$ cat src/rtl/ac97_pkg.sv
// Shared AC'97 frame layout: slot end positions, tag bit indices and receiver FSM states.
// Used by both the SDATA_IN receiver and the SDATA_OUT frame generator.
package ac97_pkg;

  localparam int unsigned SLOT_BITS  = 20;
  localparam int unsigned FRAME_BITS = 256;

  // Bit positions (count_reg values) of the last bit of each region.
  localparam logic [7:0] TAG_LAST   = 8'd15;
  localparam logic [7:0] SLOT1_LAST = 8'd35;
  localparam logic [7:0] SLOT2_LAST = 8'd55;
  localparam logic [7:0] SLOT3_LAST = 8'd75;
  localparam logic [7:0] SLOT4_LAST = 8'd95;
  localparam logic [7:0] FRAME_LAST = 8'd255;

  // Slot 0 tag bit indices.
  localparam int unsigned TAG_READY_BIT = 15;
  localparam int unsigned TAG_SLOT1_BIT = 14;
  localparam int unsigned TAG_SLOT2_BIT = 13;
  localparam int unsigned TAG_SLOT3_BIT = 12;
  localparam int unsigned TAG_SLOT4_BIT = 11;
  localparam int unsigned TAG_FIELD_LSB = 3;
  localparam int unsigned TAG_FIELD_W   = 12;

  typedef enum logic [1:0] {
    StIdle,
    StArmed,
    StRun
  } rx_state_e;

endpackage

$ cat src/rtl/ac97_slot_shift.sv
// MSB-first serial-to-parallel shift register for one AC'97 slot, clocked on the falling
// BIT_CLK edge; reused for every slot of the frame.
module ac97_slot_shift
  import ac97_pkg::*;
(
  input  logic                 bit_clk_i,
  input  logic                 rst_i,
  input  logic                 clear_i,
  input  logic                 shift_i,
  input  logic                 data_i,
  output logic [SLOT_BITS-1:0] q_o
);

  logic [SLOT_BITS-1:0] shift_q, shift_d;

  always_comb begin
    shift_d = shift_q;
    if (clear_i) begin
      shift_d = '0;
    end else if (shift_i) begin
      shift_d = {shift_q[SLOT_BITS-2:0], data_i};
    end
  end

  always_ff @(negedge bit_clk_i or posedge rst_i) begin
    if (rst_i) begin
      shift_q <= '0;
    end else begin
      shift_q <= shift_d;
    end
  end

  assign q_o = shift_q;

endmodule

$ cat src/rtl/ac97_frame_receiver.sv
// AC'97 SDATA_IN deserializer: aligns to SYNC, counts frame bits and latches the tag, status
// address/data and PCM record slots, pulsing a strobe when each group is updated.
module ac97_frame_receiver
  import ac97_pkg::*;
#(
  parameter int unsigned PCM_WIDTH     = 20,
  parameter bit          REQUIRE_READY = 1'b1
) (
  input  logic                 BIT_CLK,
  input  logic                 SYSTEM_RESET,
  input  logic                 SYNC,
  input  logic                 SDATA_IN,
  output logic [7:0]           count_reg,
  output logic                 LOCKED,
  output logic                 CODEC_READY,
  output logic [11:0]          SLOT_TAG,
  output logic [6:0]           STATUS_ADDR,
  output logic [15:0]          STATUS_DATA,
  output logic                 STATUS_VALID,
  output logic [PCM_WIDTH-1:0] PCM_L,
  output logic [PCM_WIDTH-1:0] PCM_R,
  output logic                 PCM_VALID,
  output logic                 FRAME_DONE,
  output logic                 SYNC_ERR
);

  rx_state_e            state_q, state_d;
  logic [7:0]           count_q, count_d;
  logic                 sync_q;
  logic                 locked_q;
  logic                 ready_q;
  logic [11:0]          tag_q;
  logic [6:0]           addr_hold_q;
  logic [PCM_WIDTH-1:0] pcm_l_hold_q;
  logic [6:0]           status_addr_q;
  logic [15:0]          status_data_q;
  logic                 status_valid_q;
  logic [PCM_WIDTH-1:0] pcm_l_q, pcm_r_q;
  logic                 pcm_valid_q;
  logic                 frame_done_q;
  logic                 sync_err_q;

  logic                 sync_rise;
  logic                 shift_clr, shift_en;
  logic [SLOT_BITS-1:0] shift_q;
  logic                 capture_ok, ready_gate;
  logic                 tag_end, slot1_end, slot2_end, slot3_end, slot4_end;
  logic                 status_ok, pcm_ok;

  ac97_slot_shift u_slot_shift (
    .bit_clk_i (BIT_CLK),
    .rst_i     (SYSTEM_RESET),
    .clear_i   (shift_clr),
    .shift_i   (shift_en),
    .data_i    (SDATA_IN),
    .q_o       (shift_q)
  );

  assign sync_rise = SYNC & ~sync_q;

  always_comb begin
    state_d   = state_q;
    count_d   = count_q;
    shift_clr = 1'b0;
    shift_en  = 1'b0;
    unique case (state_q)
      StIdle: ;
      StArmed: begin
        state_d  = StRun;
        count_d  = '0;
        shift_en = 1'b1;
      end
      StRun: begin
        // Without a new SYNC the counter saturates and the receiver unlocks.
        if (count_q == FRAME_LAST) begin
          state_d = StIdle;
        end else begin
          count_d  = count_q + 8'd1;
          shift_en = 1'b1;
        end
      end
      default: state_d = StIdle;
    endcase
    // A SYNC rise always wins: it discards any partial frame and re-arms.
    if (sync_rise) begin
      state_d   = StArmed;
      count_d   = '0;
      shift_clr = 1'b1;
      shift_en  = 1'b0;
    end
  end

  // Slot contents are complete on the edge after the slot's last bit.
  assign capture_ok = (state_q == StRun) && !sync_rise;
  assign tag_end    = capture_ok && (count_q == TAG_LAST);
  assign slot1_end  = capture_ok && (count_q == SLOT1_LAST);
  assign slot2_end  = capture_ok && (count_q == SLOT2_LAST);
  assign slot3_end  = capture_ok && (count_q == SLOT3_LAST);
  assign slot4_end  = capture_ok && (count_q == SLOT4_LAST);

  assign ready_gate = !REQUIRE_READY || ready_q;
  assign status_ok  = slot2_end && ready_gate && tag_q[TAG_SLOT1_BIT - TAG_FIELD_LSB] &&
                      tag_q[TAG_SLOT2_BIT - TAG_FIELD_LSB];
  assign pcm_ok     = slot4_end && ready_gate && tag_q[TAG_SLOT3_BIT - TAG_FIELD_LSB] &&
                      tag_q[TAG_SLOT4_BIT - TAG_FIELD_LSB];

  always_ff @(negedge BIT_CLK or posedge SYSTEM_RESET) begin
    if (SYSTEM_RESET) begin
      state_q        <= StIdle;
      count_q        <= '0;
      sync_q         <= 1'b0;
      locked_q       <= 1'b0;
      ready_q        <= 1'b0;
      tag_q          <= '0;
      addr_hold_q    <= '0;
      pcm_l_hold_q   <= '0;
      status_addr_q  <= '0;
      status_data_q  <= '0;
      status_valid_q <= 1'b0;
      pcm_l_q        <= '0;
      pcm_r_q        <= '0;
      pcm_valid_q    <= 1'b0;
      frame_done_q   <= 1'b0;
      sync_err_q     <= 1'b0;
    end else begin
      state_q        <= state_d;
      count_q        <= count_d;
      sync_q         <= SYNC;
      locked_q       <= (state_d != StIdle);
      status_valid_q <= status_ok;
      pcm_valid_q    <= pcm_ok;
      frame_done_q   <= (state_q == StRun) && (count_q == FRAME_LAST);
      sync_err_q     <= sync_rise && locked_q && (count_q != FRAME_LAST);
      if (tag_end) begin
        ready_q <= shift_q[TAG_READY_BIT];
        tag_q   <= shift_q[TAG_READY_BIT-1 -: TAG_FIELD_W];
      end
      // Slot 1 address (bits 18:12) is held until slot 2 decides whether it is published.
      if (slot1_end) begin
        addr_hold_q <= shift_q[18:12];
      end
      if (status_ok) begin
        status_addr_q <= addr_hold_q;
        status_data_q <= shift_q[19:4];
      end
      if (slot3_end) begin
        pcm_l_hold_q <= shift_q[SLOT_BITS-1 -: PCM_WIDTH];
      end
      if (pcm_ok) begin
        pcm_l_q <= pcm_l_hold_q;
        pcm_r_q <= shift_q[SLOT_BITS-1 -: PCM_WIDTH];
      end
    end
  end

  assign count_reg    = count_q;
  assign LOCKED       = locked_q;
  assign CODEC_READY  = ready_q;
  assign SLOT_TAG     = tag_q;
  assign STATUS_ADDR  = status_addr_q;
  assign STATUS_DATA  = status_data_q;
  assign STATUS_VALID = status_valid_q;
  assign PCM_L        = pcm_l_q;
  assign PCM_R        = pcm_r_q;
  assign PCM_VALID    = pcm_valid_q;
  assign FRAME_DONE   = frame_done_q;
  assign SYNC_ERR     = sync_err_q;

endmodule
$ cat config.mk
export PLATFORM = sky130hd
export DESIGN_NAME = ac97_frame_receiver
export DESIGN_NICKNAME = d
export VERILOG_FILES = /design/src/rtl/ac97_pkg.sv /design/src/rtl/ac97_slot_shift.sv /design/src/rtl/ac97_frame_receiver.sv
export SDC_FILE = /design/constraint.sdc
export NUM_CORES = 1
export LEC_CHECK = 0
export CORE_ASPECT_RATIO = 0.5
export CORE_UTILIZATION = 32
export DETAILED_ROUTE_END_ITERATION = 10
export GPL_TIMING_DRIVEN = 1
export PLACE_DENSITY = 0.53
export SYNTH_ARGS = -nofsm -noshare
export SYNTH_HDL_FRONTEND = slang
export SYNTH_SLANG_ARGS = --single-unit
export TNS_END_PERCENT = 1
$ cat constraint.sdc
create_clock -name BIT_CLK -period 4.39 [get_ports BIT_CLK]
set_input_delay 0.878 -clock BIT_CLK [delete_from_list [all_inputs] [get_ports BIT_CLK]]
set_output_delay 0.878 -clock BIT_CLK [all_outputs]
set_load 0.005 [all_outputs]
# Word-level counts from Yosys, hierarchy flattened
# Index checks and enable logic that the tools add are counted.
# totals
regBits	139
inputBits	4
out_inout_bits	89
word_cells	63
# op_classes
n_mux	12
addsub	1
n_reduce_logical	21
n_eq_ne	10
bitwise_logic	2
# ops
operator	count
20-bit 2-to-1 mux	2
8-bit by 6-bit equality test with 1-bit output (second input constant)	2
8-bit by 7-bit equality test with 1-bit output (second input constant)	2
8-bit 2-to-1 mux	2
8-bit one-hot mux with 2 select lines	1
1-bit logical AND	15
8-bit by 1-bit adder with 8-bit output (second input constant)	1
8-bit by 4-bit equality test with 1-bit output (second input constant)	1
8-bit equality test (second input constant)	1
8-bit != test (second input constant)	1
2-bit one-hot mux with 3 select lines	1
2-bit 2-to-1 mux	2
2-bit nonzero test	2
1-bit 2-to-1 mux	3
3-bit != test (second input constant)	1
3-bit nonzero test	1
2-bit by 1-bit equality test with 1-bit output (second input constant)	1
2-bit equality test (second input constant)	1
2-bit logical NOT	1
1-bit one-hot mux with 2 select lines	1
2-bit AND reduction	1
1-bit bitwise AND	1
1-bit logical NOT	1
1-bit NOT	1

# Depth between registers and ports, before layout
# Gate-level depths: netlist of the first run.
# logic_depth
word_depth	8
mapped_depth	7
depth_no_buf	6

# Cells and area by module
# A second synthesis of the first run with hierarchy kept.
# hier_totals
cells_unflattened	379
hier_area_um2	5620.4
# modules_own_cells
mod	n_inst	cells_each	seq_area_each_um2	area_per_inst_um2
ac97_frame_receiver	1	314	2977.9	4810.9
ac97_slot_shift	1	65	500.5	809.5

==> key figures, run 1 <==
Status
  – Status: finished clean

Yosys
  – Seq/Total Area, Yosys: 61.9%
  – Number of instances in the synthesized netlist: 401
  – Most area-hungry cell type in the Yosys netlist: dfrtn_1
  – Mapped Nets: 410
  – Total of flip-flops plus latches after synthesis: 139
  – Mean Syn Cell Area: 14.0 sq um
  – Post-synth design cell area: 0.00562 sq mm
  – Syn. warnings: 0
  – Post-synth top area share: 61.9%
  – Cell types occupying the most area after synthesis: dfrtn_1 62%, mux2_2 12%, mux2_1 8.8%
  – Number of distinct library cells after synthesis: 42

Global route
  – Wire length of the first global-routing pass: 19700 um
  – Largest net degree at the start of global routing: 54
  – GR Util All Layers: 14.6%
  – Overall overflow remaining after global route: 0
  – Initial antenna violation count: 0
  – Via count of the first global-routing pass: 3555

Critical path
  – Source of the worst register-to-register timing path: state_q[0]
  – Cell with the biggest individual delay on the critical path: clkdlybuf4s50_1
  – Critical path endpoint category: output port
  – Worst setup path start: PCM_L[12]
  – Sequence of cells on the critical path: clkdlybuf4s50_1
  – Delay contributed by the slowest stage of the critical path: 0.50 ns
  – Data required time at the worst endpoint: 3.51 ns
  – Critical path launch point type: register
  – Buffers plus inverters on the worst setup path: 1
  – Critical-path maximum fanout: 2
  – Cell family with the largest share of critical-path delay: buffers and inverters
  – Startpoint-to-endpoint class of the critical path: reg -> out
  – Arr. time, crit path: 3.48 ns

Floorplanning
  – Die area: 0.0181 sq mm
  – Initial Utilization: 33.5%
  – Placement row count: 33
  – Horizontal extent of the die: 189 um
  – Die Span Y: 95.7 um
  – Core area: 0.0168 sq mm
  – Number of top-level pins: 93

Clock tree
  – Clk root buf: clkbuf_16
  – Worst-case clock buffer depth: 2
  – CTS tree: done
  – Number of clock sinks: 139
  – Clock H-tree levels: 4
  – Clock-pin slew of the registers on the worst-case setup and hold paths: 0.05 ns
  – Cts hold-fix bufs: 0
  – Clock latency reported for the late side of the worst-skew pair: 0.39 ns
  – Cts bufs inserted: 17

Routing
  – Total length of routed wires: 12300 um
  – Antenna-violating nets left: 0
  – First-pass DRT Iterations: 4
  – Total via count after detailed routing: 3514
  – Average wire per standard cell: 16.3 um
  – Routed via count divided by cell count: 4.64
  – DRC violation count after routing: 0
  – Detailed Route Iter0 Violations: 167

Finish
  – Area growth from synthesis to final layout: 38.7%
  – Filler Cells Inserted: 1566
  – Diode insertion count for antenna repair: 0
  – Fraction of final layout cells with drive strength greater than 1: 25.4%
  – Share of the core filled with cells: 46.4%
  – Finished Layout Cells: 758
  – Number of nets in the finished design: 527

Pwr
  – Leakage power: 4.55 nW
  – Worst-case vdd ir drop: 0.267 mV
  – Total power per unit cell area: 403 mW/mm^2
  – Pwr Total: 3.14 mW

Timing
  – Final Hold Viols: 0
  – Fin Clk Skew: 0.00842 ns
  – Unrepaired setup endpoints after global routing: no
  – Slew at the pin with the worst max-slew slack: 0.945 ns
  – Worst slew margin relative to its limit: 37.0%
  – Final max-slew violation count: 0
  – Final setup vio count: 0

Placement
  – Number of input and output port buffers inserted: 92
  – Placed wire-length estimate: 7840 um
  – Total instance count after detailed placement: 718
  – Weighted congestion at the end of routability-driven global placement: 0.759

Flow run
  – Count of max-cap constraint violations: 0

Worst hold path
  – Worst min path class: reg -> reg
  – Start point of the worst hold path: pcm_l_hold_q[6]
[area by class of cell]
| type | count | area, sq um | area share, % |
|---|---|---|---|
| timing repair buffer | 122 | 1340 | 17.3 |
| tap | 227 | 284 | 3.65 |
| sequential | 139 | 3480 | 44.7 |
| clock buffer | 19 | 443 | 5.69 |
| inverter | 9 | 37.5 | 0.482 |
| clock inverter | 13 | 191 | 2.46 |
| multi-input combinational | 229 | 2010 | 25.8 |
[report_power, final]
group	leakage, nW	internal [mW]	switching (mW)
Combinational	2.31	0.0799	0.176
Sequential	1.93	1.32	0.0310
Clock	0.300	0.972	0.563
[synthesized netlist by cell type, drive strengths merged]
cell and count:
nor3b 1, clkbuf 12, inv 9, o21ai 23, dfrtn 139, o31ai 1
mux2 103, xor2 2, or2 1, a31oi 2, and3 2, and4 1
nor4 2, or4 2, o21bai 1, and2 1, nor3 3, or3 2
o41ai 1, a211oi 2, a21oi 4, nor2b 1, buf 12, nand2b 2
nand3 25, nand4b 1, ha 5, nand2 24, nor4b 1, nor2 5
nand4bb 1, o211ai 1, nand4 8, o221ai 1
[cell usage in the layout, fill, tap and decap left out, types with 3 or more instances in the layout]
cell,netlist,routed
nor3_1,3,3
inv_1,9,8
dlymetal6s2s_1,0,36
a21oi_1,4,4
nor2_1,5,4
mux2_2,59,54
buf_4,2,15
mux2_1,44,44
nand3_1,25,25
clkbuf_16,0,17
dfrtn_1,139,139
clkinv_4,0,3
bufinv_16,0,4
dlygate4sd2_1,0,48
nand4_1,6,6
buf_16,0,3
nand2_1,22,22
clkinvlp_4,0,4
ha_1,5,5
o21ai_0,21,21
mux2_4,0,5
clkdlybuf4s50_1,0,7
buf_6,6,6
buf_12,0,7
[path summary, 6_finish.rpt]
check | end | slack [ns] | cells past startpoint
max | PCM_L[12] | 0.03 | 1
min | PCM_L[6] | 0.43 | 1
max reg2reg | pcm_l_hold_q[12] | 1.71 | 9
min reg2reg | PCM_L[6] | 0.43 | 1
max in group asynchronous | u_slot_shift.q_o[18] | 1.00 | 3
min in group asynchronous | PCM_R[15] | 3.06 | 3
[cells by family (layout without fill, tap and decap cells)]
logic type / after synthesis / count (layout) / synth area share, %
AO/OA/AOI/OAI: 36 / 36 / 3.61
XOR/XNOR: 2 / 2 / 0.312
adder cells (fa/ha/maj): 5 / 5 / 1.11
buffers and inverters: 33 / 163 / 3.25
flip-flops: 139 / 139 / 61.9
multiplexers: 103 / 103 / 20.7
AND/OR/NAND/NOR: 83 / 83 / 9.11
[layer usage]
layer / track usage [%] / share of wire [%] / up-vias
li1: - / - / 1659
met1: 20.0 / 51 / 1792
met2: 22.8 / 45 / 51
met3: 3.17 / 2.8 / 12
met4: 5.85 / 1.0 / 0
met5: 0 / 0 / -
[through the flow]
stage          cell area, sq um  setup slack, ns  TNS [ns]  hold slack [ns]
2_1_floorplan              5620           -0.307    -49.39            0.415
3_3_place_gp               6950           -0.655    -63.90            0.423
3_5_place_dp               6950           -0.667    -64.80            0.432
4_1_cts                    7700          -0.0160   -0.0737            0.432
5_1_grt                    7790          0.00113         0            0.451
6_report                   7790           0.0344         0            0.428
[what timing repair did]
item | CTS | global route
cloned | 3 | 0
endpoints found under the setup margin | 138 | 54
pin swaps | 2 | 2
resized for setup | 69 | 36
buffers inserted | 6 | 0
Note: power is estimated with default switching activity, not from simulation.
==> run 2, diff against run 1 <==
--- a/config.mk
+++ b/config.mk
@@ -8,6 +8,7 @@
 export CORE_ASPECT_RATIO = 0.5
 export CORE_UTILIZATION = 32
 export DETAILED_ROUTE_END_ITERATION = 10
+export GPL_ROUTABILITY_DRIVEN = 0
 export GPL_TIMING_DRIVEN = 1
 export PLACE_DENSITY = 0.53
 export SYNTH_ARGS = -nofsm -noshare
==> constraint.sdc (replaced) <==
create_clock -name BIT_CLK -period 4 [get_ports BIT_CLK]
set_input_delay 0.8 -clock BIT_CLK [delete_from_list [all_inputs] [get_ports BIT_CLK]]
set_output_delay 0.8 -clock BIT_CLK [all_outputs]
set_load 0.005 [all_outputs]
==> key figures, run 2 (synthesis gave the netlist of run 1 again) <==
Global route
  – Wire length of the first global-routing pass: 20600 um (+4.3%)
  – Largest net degree at the start of global routing: 46 (-15%)
  – Initial antenna violation count: 0 (unchanged)
  – Via count of the first global-routing pass: 3706 (+4.2%)
  – Overall overflow remaining after global route: 0 (unchanged)
  – Met2 layer usage reported by global route: 23.3% (+0.58 points)
  – Peak-usage layer in the global routing report: met2
  – Global-route met3 utilization: 5.08% (+1.9 points)
  – GR Util All Layers: 15.2% (+0.58 points)
  – Global routing met1 resource utilization: 20.7% (+0.74 points)

Timing
  – Unrepaired setup endpoints after global routing: yes
  – Worst slew margin relative to its limit: 37.6% (+0.63 points)
  – Final Hold Viols: 0 (unchanged)
  – Final setup vio count: 25 (+25)
  – Final max-slew violation count: 0 (unchanged)
  – Fin Clk Skew: 0.0119 ns (+0.00345 ns)
  – Final WS setup: -0.0244 ns (-0.0588 ns)
  – Slew at the pin with the worst max-slew slack: 0.936 ns (-0.00948 ns)

Pwr
  – Switching component of the power: 843 uW (+9.4%)
  – Worst-case vdd ir drop: 0.304 mV (+14%)
  – Leakage power: 4.22 nW (-7.2%)
  – Pwr Total: 3.30 mW (+5.0%)
  – Combinational Power Share: 8.6% (+0.4 points)
  – Sw Ratio: 25.5% (+1.0 points)
  – Power Internal: 2.46 mW (+3.6%)
  – Total power per unit cell area: 416 mW/mm^2 (+3.2%)
  – Part of the power in registers: 44.8% (+1.8 points)
  – Clock share of power: 46.6% (-2.3 points)

Clock tree
  – Clock H-tree levels: 4 (unchanged)
  – Cts bufs inserted: 17 (unchanged)
  – Cts hold-fix bufs: 0 (unchanged)
  – Number of clock sinks: 139 (unchanged)
  – Worst-case clock buffer depth: 2 (unchanged)
  – Clock-pin slew of the registers on the worst-case setup and hold paths: 0.05 ns (about the same)
  – Clk root buf: clkbuf_16
  – Clock latency reported for the late side of the worst-skew pair: 0.40 ns (about the same)
  – CTS tree: done

Routing
  – Total via count after detailed routing: 3595 (+2.3%)
  – Average wire per standard cell: 17.2 um (+5.4%)
  – Antenna-violating nets left: 0 (unchanged)
  – Routed via count divided by cell count: 4.70 (+1.4%)
  – DRC violation count after routing: 0 (unchanged)
  – Total length of routed wires: 13100 um (+6.4%)
  – Detailed Route Iter0 Violations: 177 (+6.0%)
  – First-pass DRT Iterations: 4 (unchanged)

Status
  – Failing checks: setup timing
  – Status: finished, violations left

Worst hold path
  – Worst min path class: reg -> reg
  – Start point of the worst hold path: PCM_R[3]
  – Worst Hold Path EP: PCM_R[3]
  – Hold path depth: 1 (unchanged)

Placement
  – Placed wire-length estimate: 7920 um (+0.99%)
  – Number of input and output port buffers inserted: 92 (unchanged)
  – Pre-CTS setup slack: -0.785 ns (-0.118 ns)

Floorplanning
  – Core area: 0.0168 sq mm (unchanged)
  – Initial Utilization: 33.5% (unchanged)
  – Horizontal extent of the die: 189 um (unchanged)
  – Number of top-level pins: 93 (unchanged)
  – Die Span Y: 95.7 um (unchanged)
  – Placement row count: 33 (unchanged)
  – Die area: 0.0181 sq mm (unchanged)

Critical path
  – Cell with the biggest individual delay on the critical path: or4_4
  – Delay contributed by the slowest stage of the critical path: 0.46 ns (-0.04 ns)
  – Buffers plus inverters on the worst setup path: 4 (+3)
  – Critical path endpoint category: register
  – Sequence of cells on the critical path: buf_6, nor2b_4, or4_4, nor2_4, buf_6, buf_12, buf_16, mux2_4
  – Arr. time, crit path: 2.26 ns (-1.22 ns)
  – Most common cell on crit path: buf_6
  – Cell family with the largest share of critical-path delay: simple AND/OR/NAND/NOR gates
  – Slack of the worst reg-to-reg path: 1.32 ns (-0.39 ns)
  – Count of cells along the worst register-to-register path: 9 (unchanged)
  – Worst reg2reg path endpoint: pcm_l_hold_q[19]
  – Source of the worst register-to-register timing path: state_q[0]
  – Critical path launch point type: input port
  – Startpoint-to-endpoint class of the critical path: in -> reg
  – Data required time at the worst endpoint: 2.23 ns (-1.28 ns)
  – Critical-path maximum fanout: 5 (+3)

Finish
  – Area growth from synthesis to final layout: 41.1%
  – Most frequent standard cell in the layout excluding fill and tap cells: dfrtn_1
  – Filler Cells Inserted: 1542 (-1.5%)
  – Most frequent cells in the layout: 139 x dfrtn_1, 88 x dlygate4sd2_1, 53 x mux2_4
  – Diode insertion count for antenna repair: 0 (unchanged)
  – Number of nets in the finished design: 535 (+1.5%)
  – Fraction of final layout cells with drive strength greater than 1: 32.0% (+6.5 points)

Flow run
  – Count of max-cap constraint violations: 0 (unchanged)
-- run 2: changes by cell type in the layout (fill, tap and decap cells not counted), sizes merged --
cell | before | now
clkinvlp | 4 | 5
bufinv | 4 | 2
dlymetal6s2s | 36 | 0
clkdlybuf4s50 | 7 | 2
inv | 10 | 9
buf | 31 | 35
clkbuf | 19 | 23
clkinv | 4 | 6
dlygate4sd2 | 48 | 88
-- run 2: metal layers --
layer	vias to the layer above	share of wire (%)
met5	-	0
met4	0	0.59
met3	9	3.7
met2	62	45
met1	1850	51
li1	1674	-
-- run 2: worst reg2reg max path, stage by stage (launching register included) --
cell	delay (ns)
dfrtn_1	0.42
inv_1	0.14
ha_1	0.50
nand2_2	0.15
or4_4	0.54
nor2_4	0.13
buf_6	0.11
buf_12	0.11
buf_16	0.13
mux2_4	0.30
-- run 2: worst max path at each step --
| stage | depth (start not counted) | from | slack (ns) | end |
|---|---|---|---|---|
| 2_1_floorplan | 1 | SYSTEM_RESET | -0.42 | CODEC_READY |
| 3_3_place_gp | 7 | SYNC | -0.76 | STATUS_DATA[8] |
| 3_5_place_dp | 7 | SYNC | -0.78 | STATUS_ADDR[3] |
| 4_1_cts | 8 | SYNC | -0.16 | pcm_l_hold_q[8] |
| 5_1_grt | 9 | SYNC | -0.07 | PCM_L[10] |
| 6_report | 8 | SYNC | -0.02 | pcm_l_hold_q[19] |
-- run 2: final cells by class --
cell class,count,area [sq um],area share (%)
Clock buffer,18,429,5.42
Clock inverter,13,148,1.86
Inverter,9,37.5,0.474
Multi-Input combinational cell,229,2190,27.6
Sequential cell,139,3480,43.9
Tap cell,227,284,3.58
Timing Repair Buffer,130,1360,17.1
-- run 2: what timing repair did --
item                                    4_1_cts  5_1_grt
setup buffers                                 5        1
pin swaps                                     3        3
endpoints found under the setup margin      194       74
endpoints found under the hold margin         0        0
gates resized for setup                     130       30
gates cloned                                  3        6
-- run 2: power groups by stage --
stage	Sequential, mW	Combinational, mW	Clock, mW
3_3_place_gp	1.50	0.290	0
3_5_place_dp	1.50	0.291	0
2_1_floorplan	1.50	0.177	0
4_1_cts	1.48	0.287	1.58
6_report	1.48	0.284	1.54
5_1_grt	1.48	0.324	1.64
-- run 2: metrics by stage --
| stage | util (%) | hold WS (ns) | setup TNS, ns | area [sq um] | std cells |
|---|---|---|---|---|---|
| floorplan | - | 0.415 | -77.12 | 5620 | 401 |
| global placement | 41.6 | 0.427 | -78.48 | 6970 | 720 |
| detailed placement | 41.6 | 0.431 | -79.97 | 6970 | 720 |
| CTS | 45.9 | 0.434 | -2.86 | 7690 | 759 |
| global route | 47.3 | 0.447 | -2.14 | 7920 | 765 |
| finish | 47.3 | 0.434 | -0.280 | 7920 | 765 |
